<file path="src/rtl/rv_pkg.sv">
// Shared definitions for the RISC-V core run-control / register-watch monitor.
package rv_pkg;

  localparam int unsigned XLEN_DEF  = 32;
  localparam int unsigned REG_IDX_W = 5;
  localparam int unsigned CNT_W     = 32;

  typedef enum logic [1:0] {
    RW_RUN     = 2'd0,
    RW_HALT    = 2'd1,
    RW_TIMEOUT = 2'd2
  } rw_state_e;

endpackage

</file>
<file path="src/rtl/rv_halt_detect.sv">
// PC-stuck detector: counts consecutive cycles with an unchanged fetch PC and
// flags the edge on which the stable run reaches HALT_REPEAT-1.
module rv_halt_detect
  import rv_pkg::*;
#(
  parameter int unsigned XLEN        = XLEN_DEF,
  parameter int unsigned HALT_REPEAT = 4
) (
  input  logic            clk,
  input  logic            reset,
  input  logic            en,
  input  logic [XLEN-1:0] pc,
  output logic [XLEN-1:0] pc_q,
  output logic            halt_hit
);

  logic [CNT_W-1:0] stable_cnt;
  logic             armed_q;
  logic             same;

  // The first enabled cycle after reset has no valid pc_q to compare against.
  assign same     = armed_q && (pc == pc_q);
  assign halt_hit = en && same && (stable_cnt == CNT_W'(HALT_REPEAT - 2));

  always_ff @(posedge clk) begin
    if (reset) begin
      pc_q       <= '0;
      stable_cnt <= '0;
      armed_q    <= 1'b0;
    end else if (en) begin
      pc_q       <= pc;
      armed_q    <= 1'b1;
      stable_cnt <= same ? stable_cnt + CNT_W'(1) : '0;
    end
  end

endmodule

</file>
<file path="src/rtl/rv_regwatch_monitor.sv">
// Run-control and register-watch monitor for the 3-stage RISC-V core.
// Optional simulation trace: define RV_REGWATCH_TRACE_EN.
module rv_regwatch_monitor
  import rv_pkg::*;
#(
  parameter  int unsigned XLEN        = XLEN_DEF,
  parameter  int unsigned NUM_WATCH   = 3,
  parameter  int unsigned WATCH_BASE  = 1,
  parameter  int unsigned MAX_CYCLES  = 1024,
  parameter  int unsigned HALT_REPEAT = 4,
  localparam int unsigned IDX_W       = (NUM_WATCH > 1) ? $clog2(NUM_WATCH) : 1
) (
  input  logic                      clk,
  input  logic                      reset,
  input  logic [XLEN-1:0]           pc,
  input  logic                      rf_we,
  input  logic [REG_IDX_W-1:0]      rf_waddr,
  input  logic [XLEN-1:0]           rf_wdata,
  output logic [NUM_WATCH*XLEN-1:0] watch_vals,
  output logic                      chg_valid,
  output logic [IDX_W-1:0]          chg_idx,
  output logic [CNT_W-1:0]          cycle_count,
  output logic [CNT_W-1:0]          wr_count,
  output logic                      done,
  output logic                      halted,
  output logic                      timeout
);

  rw_state_e                        state_q, state_d;
  logic                             run;
  logic                             accepted;
  logic                             in_win;
  logic                             halt_hit;
  logic                             timeout_hit;
  logic [REG_IDX_W-1:0]             woff;
  logic [XLEN-1:0]                  pc_q;
  logic [NUM_WATCH-1:0][XLEN-1:0]   shadow_q;

  assign run         = (state_q == RW_RUN);
  assign accepted    = rf_we && (rf_waddr != '0);
  assign in_win      = (32'(rf_waddr) >= WATCH_BASE) &&
                       (32'(rf_waddr) <  WATCH_BASE + NUM_WATCH);
  assign woff        = rf_waddr - REG_IDX_W'(WATCH_BASE);
  assign timeout_hit = (cycle_count == CNT_W'(MAX_CYCLES - 1));
  assign watch_vals  = shadow_q;

  rv_halt_detect #(
    .XLEN        (XLEN),
    .HALT_REPEAT (HALT_REPEAT)
  ) u_halt_detect (
    .clk      (clk),
    .reset    (reset),
    .en       (run),
    .pc       (pc),
    .pc_q     (pc_q),
    .halt_hit (halt_hit)
  );

  always_ff @(posedge clk) begin
    if (reset) state_q <= RW_RUN;
    else       state_q <= state_d;
  end

  // Halt takes priority when both terminal conditions land on the same edge.
  always_comb begin
    state_d = state_q;
    case (state_q)
      RW_RUN: begin
        if (halt_hit)         state_d = RW_HALT;
        else if (timeout_hit) state_d = RW_TIMEOUT;
      end
      default: state_d = state_q;
    endcase
  end

  always_ff @(posedge clk) begin
    if (reset) begin
      done    <= 1'b0;
      halted  <= 1'b0;
      timeout <= 1'b0;
    end else begin
      done    <= (state_d != RW_RUN);
      halted  <= (state_d == RW_HALT);
      timeout <= (state_d == RW_TIMEOUT);
    end
  end

  // Counters and shadows advance only while running; a write sampled on the
  // transition edge is still applied because state_q is RUN on that edge.
  always_ff @(posedge clk) begin
    if (reset) begin
      cycle_count <= '0;
      wr_count    <= '0;
      chg_valid   <= 1'b0;
      chg_idx     <= '0;
      shadow_q    <= '0;
    end else begin
      chg_valid <= 1'b0;
      if (run) begin
        if (!timeout_hit) cycle_count <= cycle_count + CNT_W'(1);
        if (accepted) begin
          if (wr_count != '1) wr_count <= wr_count + CNT_W'(1);
          if (in_win) begin
            chg_valid <= 1'b1;
            chg_idx   <= IDX_W'(woff);
            for (int i = 0; i < int'(NUM_WATCH); i++) begin
              if (woff == REG_IDX_W'(i)) shadow_q[i] <= rf_wdata;
            end
          end
        end
      end
    end
  end

`ifdef RV_REGWATCH_TRACE_EN
  logic done_seen_q;

  always_ff @(posedge clk) begin
    if (reset) done_seen_q <= 1'b0;
    else       done_seen_q <= done;
    if (!reset && chg_valid) begin
      for (int i = 0; i < int'(NUM_WATCH); i++) begin
        if (IDX_W'(i) == chg_idx)
          $display("[%0t] regwatch pc=0x%08h x%0d <= 0x%08h",
                   $time, pc_q, WATCH_BASE + 32'(i), shadow_q[i]);
      end
    end
    if (!reset && done && !done_seen_q) begin
      $display("[%0t] regwatch %s cycles=%0d writes=%0d", $time,
               halted ? "HALT" : "TIMEOUT", cycle_count, wr_count);
      for (int i = 0; i < int'(NUM_WATCH); i++)
        $display("  x%0d = 0x%08h", WATCH_BASE + 32'(i), shadow_q[i]);
    end
  end
`else
  logic unused_pc_q;
  assign unused_pc_q = ^pc_q;
`endif

endmodule

</file>
<file path="config.mk">
export PLATFORM = sky130hd
export DESIGN_NAME = rv_regwatch_monitor
export DESIGN_NICKNAME = d
export VERILOG_FILES = /design/src/rtl/rv_pkg.sv /design/src/rtl/rv_halt_detect.sv /design/src/rtl/rv_regwatch_monitor.sv
export SDC_FILE = /design/constraint.sdc
export NUM_CORES = 1
export LEC_CHECK = 0
export BUFFER_PORTS_ARGS = -buffer_cell sky130_fd_sc_hd__buf_4
export CORE_UTILIZATION = 35
export CTS_CLUSTER_SIZE = 40
export DETAILED_ROUTE_END_ITERATION = 10
export SYNTH_ARGS = -nofsm -noshare
export SYNTH_HDL_FRONTEND = slang
export SYNTH_HIERARCHICAL = 1
export SYNTH_SLANG_ARGS = --single-unit
</file>
<file path="constraint.sdc">
create_clock -name clk -period 6.06 [get_ports clk]
set_clock_uncertainty 0.15 [all_clocks]
set_input_delay 0.303 -clock clk [delete_from_list [all_inputs] [get_ports clk]]
set_output_delay 0.303 -clock clk [all_outputs]
set_load 0.005 [all_outputs]
</file>
Word level (Yosys, flattened, before mapping) --
Index checks and enable logic that the tools add are counted.
Storage, ports and cells: bits in latches 0, memories 0, logic and storage cells 52, input port bits 72, bits in writable memories 0, bits in registers 233, bits in read-only memories 0
Cells by class: bitwise gates (word level) 3, shift operators 0, divide/modulo/power cells 0, add/sub/neg operators 4, mux-type cells 5, eq/ne operators 8, reduce and logical (&&, ||, !) cells 16, $lt $le $gt $ge 2, multiply operators 0
Operators with widths (count):
- $add 32x1->32 const B | 3
- $eq 32x10->1 const B | 1
- $eq 32x2->1 const B | 1
- $eq 32x32->1 | 1
- $mux 32 | 1
- $ne 32x32->1 const B | 1
- $reduce_and 4->1 | 3
- $mux 2 | 3
- $reduce_and 3->1 | 2
- $eq 5x1->1 const B | 1
- $eq 5x2->1 const B | 1
- $ge 5x1->1 const B | 1
- $logic_and 1x1->1 | 5
- $logic_not 5->1 | 1
- $lt 5x3->1 const B | 1
- $reduce_bool 5->1 | 1
- $sub 5x1->5 const B | 1
- $not 1->1 | 3
- $reduce_or 3->1 | 1
- $eq 2x1->1 const B | 1
- $eq 2x2->1 const B | 1
- $logic_not 2->1 | 1
- $reduce_and 2->1 | 1
- $reduce_bool 2->1 | 1
- $mux 1 | 1

Logic depth before layout (Yosys ltp) --
Gate-level depths: netlist of run 1.
word-level depth 7, gate-level depth with buffers 10, depth with buffers taken out 9

Modules after synthesis --
The synthesis of run 1 kept the hierarchy.
By module, submodules not included:
- rv_regwatch_monitor | sequential area each 3363.2 sq um, instances 1, area each 6861.6 sq um, cells an instance 771
- rv_halt_detect | sequential area each 1301.2 sq um, instances 1, area each 3594.7 sq um, cells an instance 425

Least setup slack after synthesis of run 1 --
OpenSTA, ideal clock, no wires.
path kind register -> register, from register state_q[0], to register state_q[1], arrival time 2125 ps, cell stages (with the launch flop) 11, clock period less this slack 2403 ps, setup slack 3657 ps, required time 5782 ps, cells stage by stage dfxtp_1 nor2_2 buf_4 nand2_1 a2111o_1 nor3_4 nand3_1 nor3_1 nor2_1 a21oi_1 nor2_1
On the way: longest elaborated chain between the ends 5
Ends and longest elaborated chain:
- start: declaration | RTL line rv_regwatch_monitor.sv:29 | rw_state_e state_q, state_d;
- start signal: assignment | RTL line rv_regwatch_monitor.sv:61 | else state_q <= state_d;
- $logic_not 2->1 | RTL line rv_regwatch_monitor.sv:39 | assign run = (state_q == RW_RUN);
- net run | RTL line rv_regwatch_monitor.sv:30 | logic run;
- $logic_and 1x1->1 (2 in series) | RTL line rv_halt_detect.sv:23 | assign halt_hit = en && same && (stable_cnt == CNT_W'(HALT_REPEAT - 2));
- net halt_hit | RTL line rv_regwatch_monitor.sv:33 | logic halt_hit;
- $mux 2 | RTL line rv_regwatch_monitor.sv:69 | if (halt_hit) state_d = RW_HALT;
- $mux 2 | RTL line rv_regwatch_monitor.sv:67 | case (state_q)
The timed path passes the listed nets, and every way through them passes these cells. A chain may end at the register's enable or synchronous reset.

Final worst setup path of run 1 --
from input port rf_waddr[0], to register shadow_q, in the netlist watch_vals[74]
On the way: longest elaborated chain between the ends 3, elaborated cells on any way between the ends 8, classes of those cells 1 x add/sub; 2 x order compare; 1 x eq/ne; 4 x reduce/logical
Ends and longest elaborated chain:
- start: declaration | RTL line rv_regwatch_monitor.sv:17 | input logic [REG_IDX_W-1:0] rf_waddr,
- $sub 5x1->5 | RTL line rv_regwatch_monitor.sv:43 | assign woff = rf_waddr - REG_IDX_W'(WATCH_BASE);
- net woff[0] | RTL line rv_regwatch_monitor.sv:35 | logic [REG_IDX_W-1:0] woff;
- $eq 5x2->1 | RTL line rv_regwatch_monitor.sv:107 | if (woff == REG_IDX_W'(i)) shadow_q[i] <= rf_wdata;
- $reduce_and 4->1 (no source line)
- end signal: indexed assignment | RTL line rv_regwatch_monitor.sv:107
- end: declaration | RTL line rv_regwatch_monitor.sv:37 | logic [NUM_WATCH-1:0][XLEN-1:0] shadow_q;
The timed path passes the listed nets, and every way through them passes these cells.

==> results of run 1 <==
-- cells by family (layout without fill, tap and decap cells) --
group,count (synthesis),in the layout,share of synthesized area
AND/OR/NAND/NOR,527,527,0.255
flip-flops,233,233,0.446
buffers and inverters,94,386,0.0382
adder cells (fa/ha/maj),9,9,0.0108
XOR/XNOR,60,60,0.0503
AO/OA/AOI/OAI,174,174,0.104
multiplexers,99,99,0.0949
-- worst paths after layout --
path	startpoint	to	slack (ns)	cells after the start
setup / recovery	rf_waddr[0]	watch_vals[74]	3.03	9
setup reg to reg	state_q[0]	wr_count[26]	3.06	6
hold / removal	rf_waddr[4]	chg_valid	0.11	4
hold reg to reg	watch_vals[7]	watch_vals[7]	0.31	2
-- metrics by stage --
step	util	power (mW)	worst slack, ns	instance area (um^2)
floorplan	-	1.67	3.66	10500
global placement	0.431	1.74	3.13	12500
detailed placement	0.431	1.75	3.04	12500
CTS	0.486	3.49	3.02	14100
global route	0.486	3.56	2.79	14100
finish	0.486	3.45	3.03	14100
-- Yosys cell counts, types with 4 or more instances --
cell type / count
and2_1: 8
or3_1: 34
o31a_1: 9
nand4_1: 42
and4_1: 13
ha_1: 9
a21oi_1: 73
nand3_1: 33
nand2b_1: 5
o2111ai_1: 20
o31ai_1: 5
nor4_1: 37
buf_2: 17
xnor2_1: 54
o21a_1: 5
nor2b_1: 7
mux2i_1: 98
nand2_1: 146
and3_1: 5
dfxtp_1: 233
nor2_1: 145
nor3_1: 21
xor2_1: 6
clkbuf_1: 42
inv_1: 23
buf_1: 6
or4_1: 4
o21ai_0: 36
-- worst reg2reg max path: stages, from the launching register on --
cell	delay, ns
dfxtp_1	0.43
nor2_4	0.16
buf_4	0.55
nand4_1	0.36
or4_4	0.67
or4_1	0.42
a21oi_1	0.19
-- state kept, by name, indices dropped and copies added (netlist names) --
signal,count
chg_idx,2
chg_valid,1
cycle_count,32
done,1
halted,1
state_q,2
timeout,1
u_halt_detect/armed_q,1
u_halt_detect/pc_q,32
u_halt_detect/stable_cnt,32
watch_vals,96
wr_count,32
-- area by class of cell --
| cell class | instances | area [um^2] |
|---|---|---|
| clock buffer | 43 | 816 |
| clock inverter | 7 | 125 |
| fill | 2802 | 14900 |
| inverter | 23 | 86.3 |
| multi-input combinational | 869 | 5420 |
| sequential | 233 | 4660 |
| tap | 384 | 480 |
| timing repair buffer | 313 | 2520 |
-- what timing repair did --
action	in CTS	in global routing
endpoints found under the hold margin	129	0
resized for setup	0	0
hold buffers	65	0
-- cell usage in the layout (no fill, tap or decap), types with 5 or more instances in the layout --
master	netlist	routed
a21oi_1	73	73
and2_1	8	8
and3_1	5	5
and4_1	13	13
buf_4	2	247
clkbuf_1	42	8
clkbuf_16	0	27
clkbuf_8	0	8
dfxtp_1	233	233
dlygate4sd3_1	0	65
ha_1	9	9
inv_1	23	23
mux2i_1	98	98
nand2_1	146	146
nand2b_1	5	5
nand3_1	33	31
nand4_1	42	42
nor2_1	145	145
nor2b_1	7	7
nor3_1	21	21
nor4_1	37	37
o2111ai_1	20	20
o21a_1	5	5
o21ai_0	36	36
o31a_1	9	9
o31ai_1	5	5
or3_1	34	34
xnor2_1	54	54
xor2_1	6	6
-- per-layer routing --
metal,share of wire,routed length (um),GRT usage,vias up
met2,0.45,13400,0.296,248
met4,0.034,1010,0.0663,0
met3,0.070,2070,0.0511,53
li1,-,-,-,4806
met5,0,0,0,-
met1,0.44,13100,0.243,4491
-- power breakdown --
part	internal [mW]	total [mW]	switching, mW
logic	0.0960	0.184	0.0882
clock network	1.05	1.70	0.649
registers	1.55	1.56	0.0139
total	2.70	3.45	0.751
==> metrics, run 1 <==
I/O Buffers around 240; ys async rst share 0; IO Count around 240; root buffer cell clkbuf_16; ys flop type dfxtp_1; Post-route DRC 0; Synth Cell Area about 10000 um^2; Hold WS between 0.1 and 0.15 ns; setup TNS 0 ns; Placed Instances 1757; CP peak stage delay around 0.73 ns; routed wire length per instance 15.8 um; via count roughly 9600; number of antenna violations at the first check in global routing 0; Max-Slew Margin vs Limit 0.329; CP Data Required Time between 6 and 7 ns; Area Overhead vs Synth 34.9%; clk buf depth 3; worst-skew pair later-pin latency between 0.5 and 0.6 ns; worst-margin pin slew between 0.9 and 1 ns; min Tclk post-route 3.03 ns; Synth area leaders dfxtp_1, mux2i_1, nand2_1, nor2_1, xnor2_1; Total GRT Usage 0.187; Peak VDD IR between 0.15 and 0.2 mV; DR iter-0 viols about 480; RSZ-0062 raised after global routing no; Final HPWL DP a little under 20000 um; CP dominant cell by count buf_4; crit-path cells dlygate4sd3_1 -> buf_4 -> inv_1 -> ha_1 -> o41ai_1 -> nand3_2 -> buf_4 -> mux2i_1 -> nor2_1; drt pass-1 iters 5; Final nets ~1500; clock-pin slew on the worst setup and hold paths around 0.060 ns; CP Data Arrival Time 3.27 ns; CTS Buf Count 27; EDFF count, synth 0; Clock Sink Count 233; vias in the first global route just over 9000; Slew Limit Fails 0; H-tree Lvls 1; Core ar. between 20000 and 30000 um^2; Post-CTS Setup Inserts 0; layout cells sized above 1 0.212; diode count 0; CP top delay family buffers and inverters; Yosys top cell by area dfxtp_1; final WL 29600 um; max cap viols 0; #FFs+latches synth ~230; period utilisation layout 0.500; pin count of the biggest net entering global routing about 120; post-synth cell types between 60 and 70; Synth Net Count 1277; Die Height 175 um; Initial Utilization 0.360; fmax ~330 MHz; HP Class in2reg; syn avg cell area about 8.7 um^2; LEAKAGE a little over 6 nW; post-synth top area share 0.446; Worst Path Buf+Inv 4; slowest CP cell o41ai_1; first-pass GRT wire length about 48000 um; Final setup viols 0; Layout Cells excl Fill ~1900; gpl congestion approximately 0.78; vias per cell between 5 and 6; Mapped Cells 1196; CTS tree yes; sequential share of the synthesized area 0.446; Synthesis Warnings 6; Die Span X 175 um; Crit Path Category in2reg; Pwr Density approximately 240 nW/um^2; Post-DRT Antenna Nets 0; row count 62; Overflow after GRT 0; CP max FO 23; DIE AREA 30600 um^2; CP endpoint kind flop; status completed; Critical Path Start Type input pin; Hold Fails Final Rpt 0
Note: power is estimated with default switching activity, not from simulation.
==> inputs of run 2 (changes only) <==
==> constraint.sdc (replaced) <==
create_clock -name clk -period 2.7 [get_ports clk]
set_clock_uncertainty 0.15 [all_clocks]
set_input_delay 0.135 -clock clk [delete_from_list [all_inputs] [get_ports clk]]
set_output_delay 0.135 -clock clk [all_outputs]
set_load 0.005 [all_outputs]
==> metrics, run 2 (synthesized netlist as in run 1, its figures left out) <==
Die Span X about 170 um; Max-Slew Margin vs Limit 0.596; final worst slack 0.252 ns; IO Count 238; Worst R2R Setup Slack 0.25 ns; crit-path cells or3b_1 -> nor4_4 -> dlygate4sd3_1 -> nor2_1 -> a211oi_1; Net Switching approximately 1.7 mW; reg2reg path depth 5; vias in the first global route between 9000 and 10000; first-pass GRT wire length 48800 um; Post-route DRC 0; Clk pwr share 0.481; Slew Limit Fails 0; setup TNS 0 ns; root buffer cell clkbuf_16; cell area after layout roughly 14000 um^2; CP Data Arrival Time between 2 and 3 ns; max FFs per register 96; CP top delay family simple AND/OR/NAND/NOR gates; Overflow after GRT 0; pin count of the biggest net entering global routing between 60 and 70; vias per cell between 5 and 6; worst reg2reg path endpoint chg_idx[1]; Sequential Power Share 0.462; diode count 0; Core ar. 29000 um^2; Min-Delay Endpoint wr_count[20]; DR iter-0 viols between 500 and 600; Min-Delay Path Depth 5; Post-CTS Setup Inserts 0; CP endpoint kind flop; Hold Fails Final Rpt 0; CTS Buf Count 28; Area Overhead vs Synth 36.7%; final core utilization 0.493; Post-DRT Antenna Nets 0; Comb power frac 0.057; gpl congestion between 0.7 and 0.8; Peak VDD IR 0.548 mV; DIE AREA about 31000 um^2; Final setup viols 0; HP Class in2reg; CP Data Required Time slightly above 3 ns; H-tree Lvls 1; RSZ-0062 raised after global routing no; Critical Path Start Type flop; min Tclk post-route approximately 2.4 ns; LEAKAGE 6.16 nW; worst-margin pin slew roughly 0.6 ns; most common cell after layout, fill and taps aside buf_4; Levels on crit path 5; fmax 408 MHz; Clock Sink Count approximately 230; I/O Buffers ~240; slowest CP cell dlygate4sd3_1; Placement Cell Area ~13000 um^2; pre-CTS setup slack 0.308 ns; r2r startpoint state_q[0]; fillers between 2000 and 3000; Pwr Density around 530 nW/um^2; Placed Instances roughly 1800; period utilisation layout 0.907; Net Sw Frac 0.226; Final HPWL DP approximately 20000 um; Die Height between 150 and 200 um; Layout Cells excl Fill between 1500 and 2000; Int Power 5.87 mW; CP peak stage delay between 0.6 and 0.7 ns; CP max FO 8; final WL 30400 um; layout cells sized above 1 0.222; Crit Path Category reg2reg; Hold WS approximately 0.030 ns; routed wire length per instance approximately 16 um; clock-pin slew on the worst setup and hold paths around 0.060 ns; Worst Path Buf+Inv 1; CTS tree yes; commonest cells after routing, fill and taps aside buf_4, dfxtp_1, nand2_1, nor2_1, mux2i_1; Total GRT Usage 0.193; status completed; worst hold start rf_we; drt pass-1 iters 4; worst-skew pair later-pin latency approximately 0.56 ns; Initial Utilization 0.360; number of antenna violations at the first check in global routing 0; Final nets about 1600; row count slightly above 60; clk buf depth 3; via count between 9000 and 10000; max cap viols 0; Tot Pwr ~7.6 mW
## run 2: timing repair
action | 4_1_cts | 5_1_grt
gates resized for setup | 0 | 1
endpoints found under the setup margin | 0 | 1
hold buffers | 70 | 0
hold endpoints to repair | 151 | 0
## run 2: worst max-delay path by stage
stage,from,to
floorplan,state_q[0],state_q[1]
global placement,wr_count[0],wr_count[26]
detailed placement,wr_count[0],wr_count[7]
CTS,state_q[0],chg_idx[1]
global route,state_q[0],wr_count[31]
finish,state_q[0],chg_idx[1]
## run 2: layout make-up
type	count	area, um^2	area share
Inverter	23	86.3	0.00604
Clock inverter	7	77.6	0.00543
Tap cell	384	480	0.0336
Multi-Input combinational cell	869	5430	0.380
Timing Repair Buffer	340	2740	0.192
Clock buffer	43	817	0.0572
Sequential cell	233	4660	0.326
## run 2: metal layers
layer,share of wire,GRT usage,up-vias,routed length (um)
met1,0.44,0.246,4546,13400
met2,0.47,0.319,253,14200
met3,0.065,0.0485,47,1990
met5,0,0,-,0
met4,0.025,0.0562,0,773
li1,-,-,4847,-
## run 2: worst min-delay path: cells and delay by family
kind          cells  cell delay (ns)
simple gates      3             0.35
xor+xnor          1             0.07
buf+inv           1             0.12
## run 2: power by group through the flow
stage | clock [mW] | combinational, mW | sequential (mW)
after global placement | 0 | 0.339 | 3.58
after global routing | 3.88 | 0.464 | 3.51
after CTS | 3.74 | 0.428 | 3.51
after floorplan | 0 | 0.169 | 3.58
after detailed placement | 0 | 0.344 | 3.58
final | 3.65 | 0.429 | 3.51
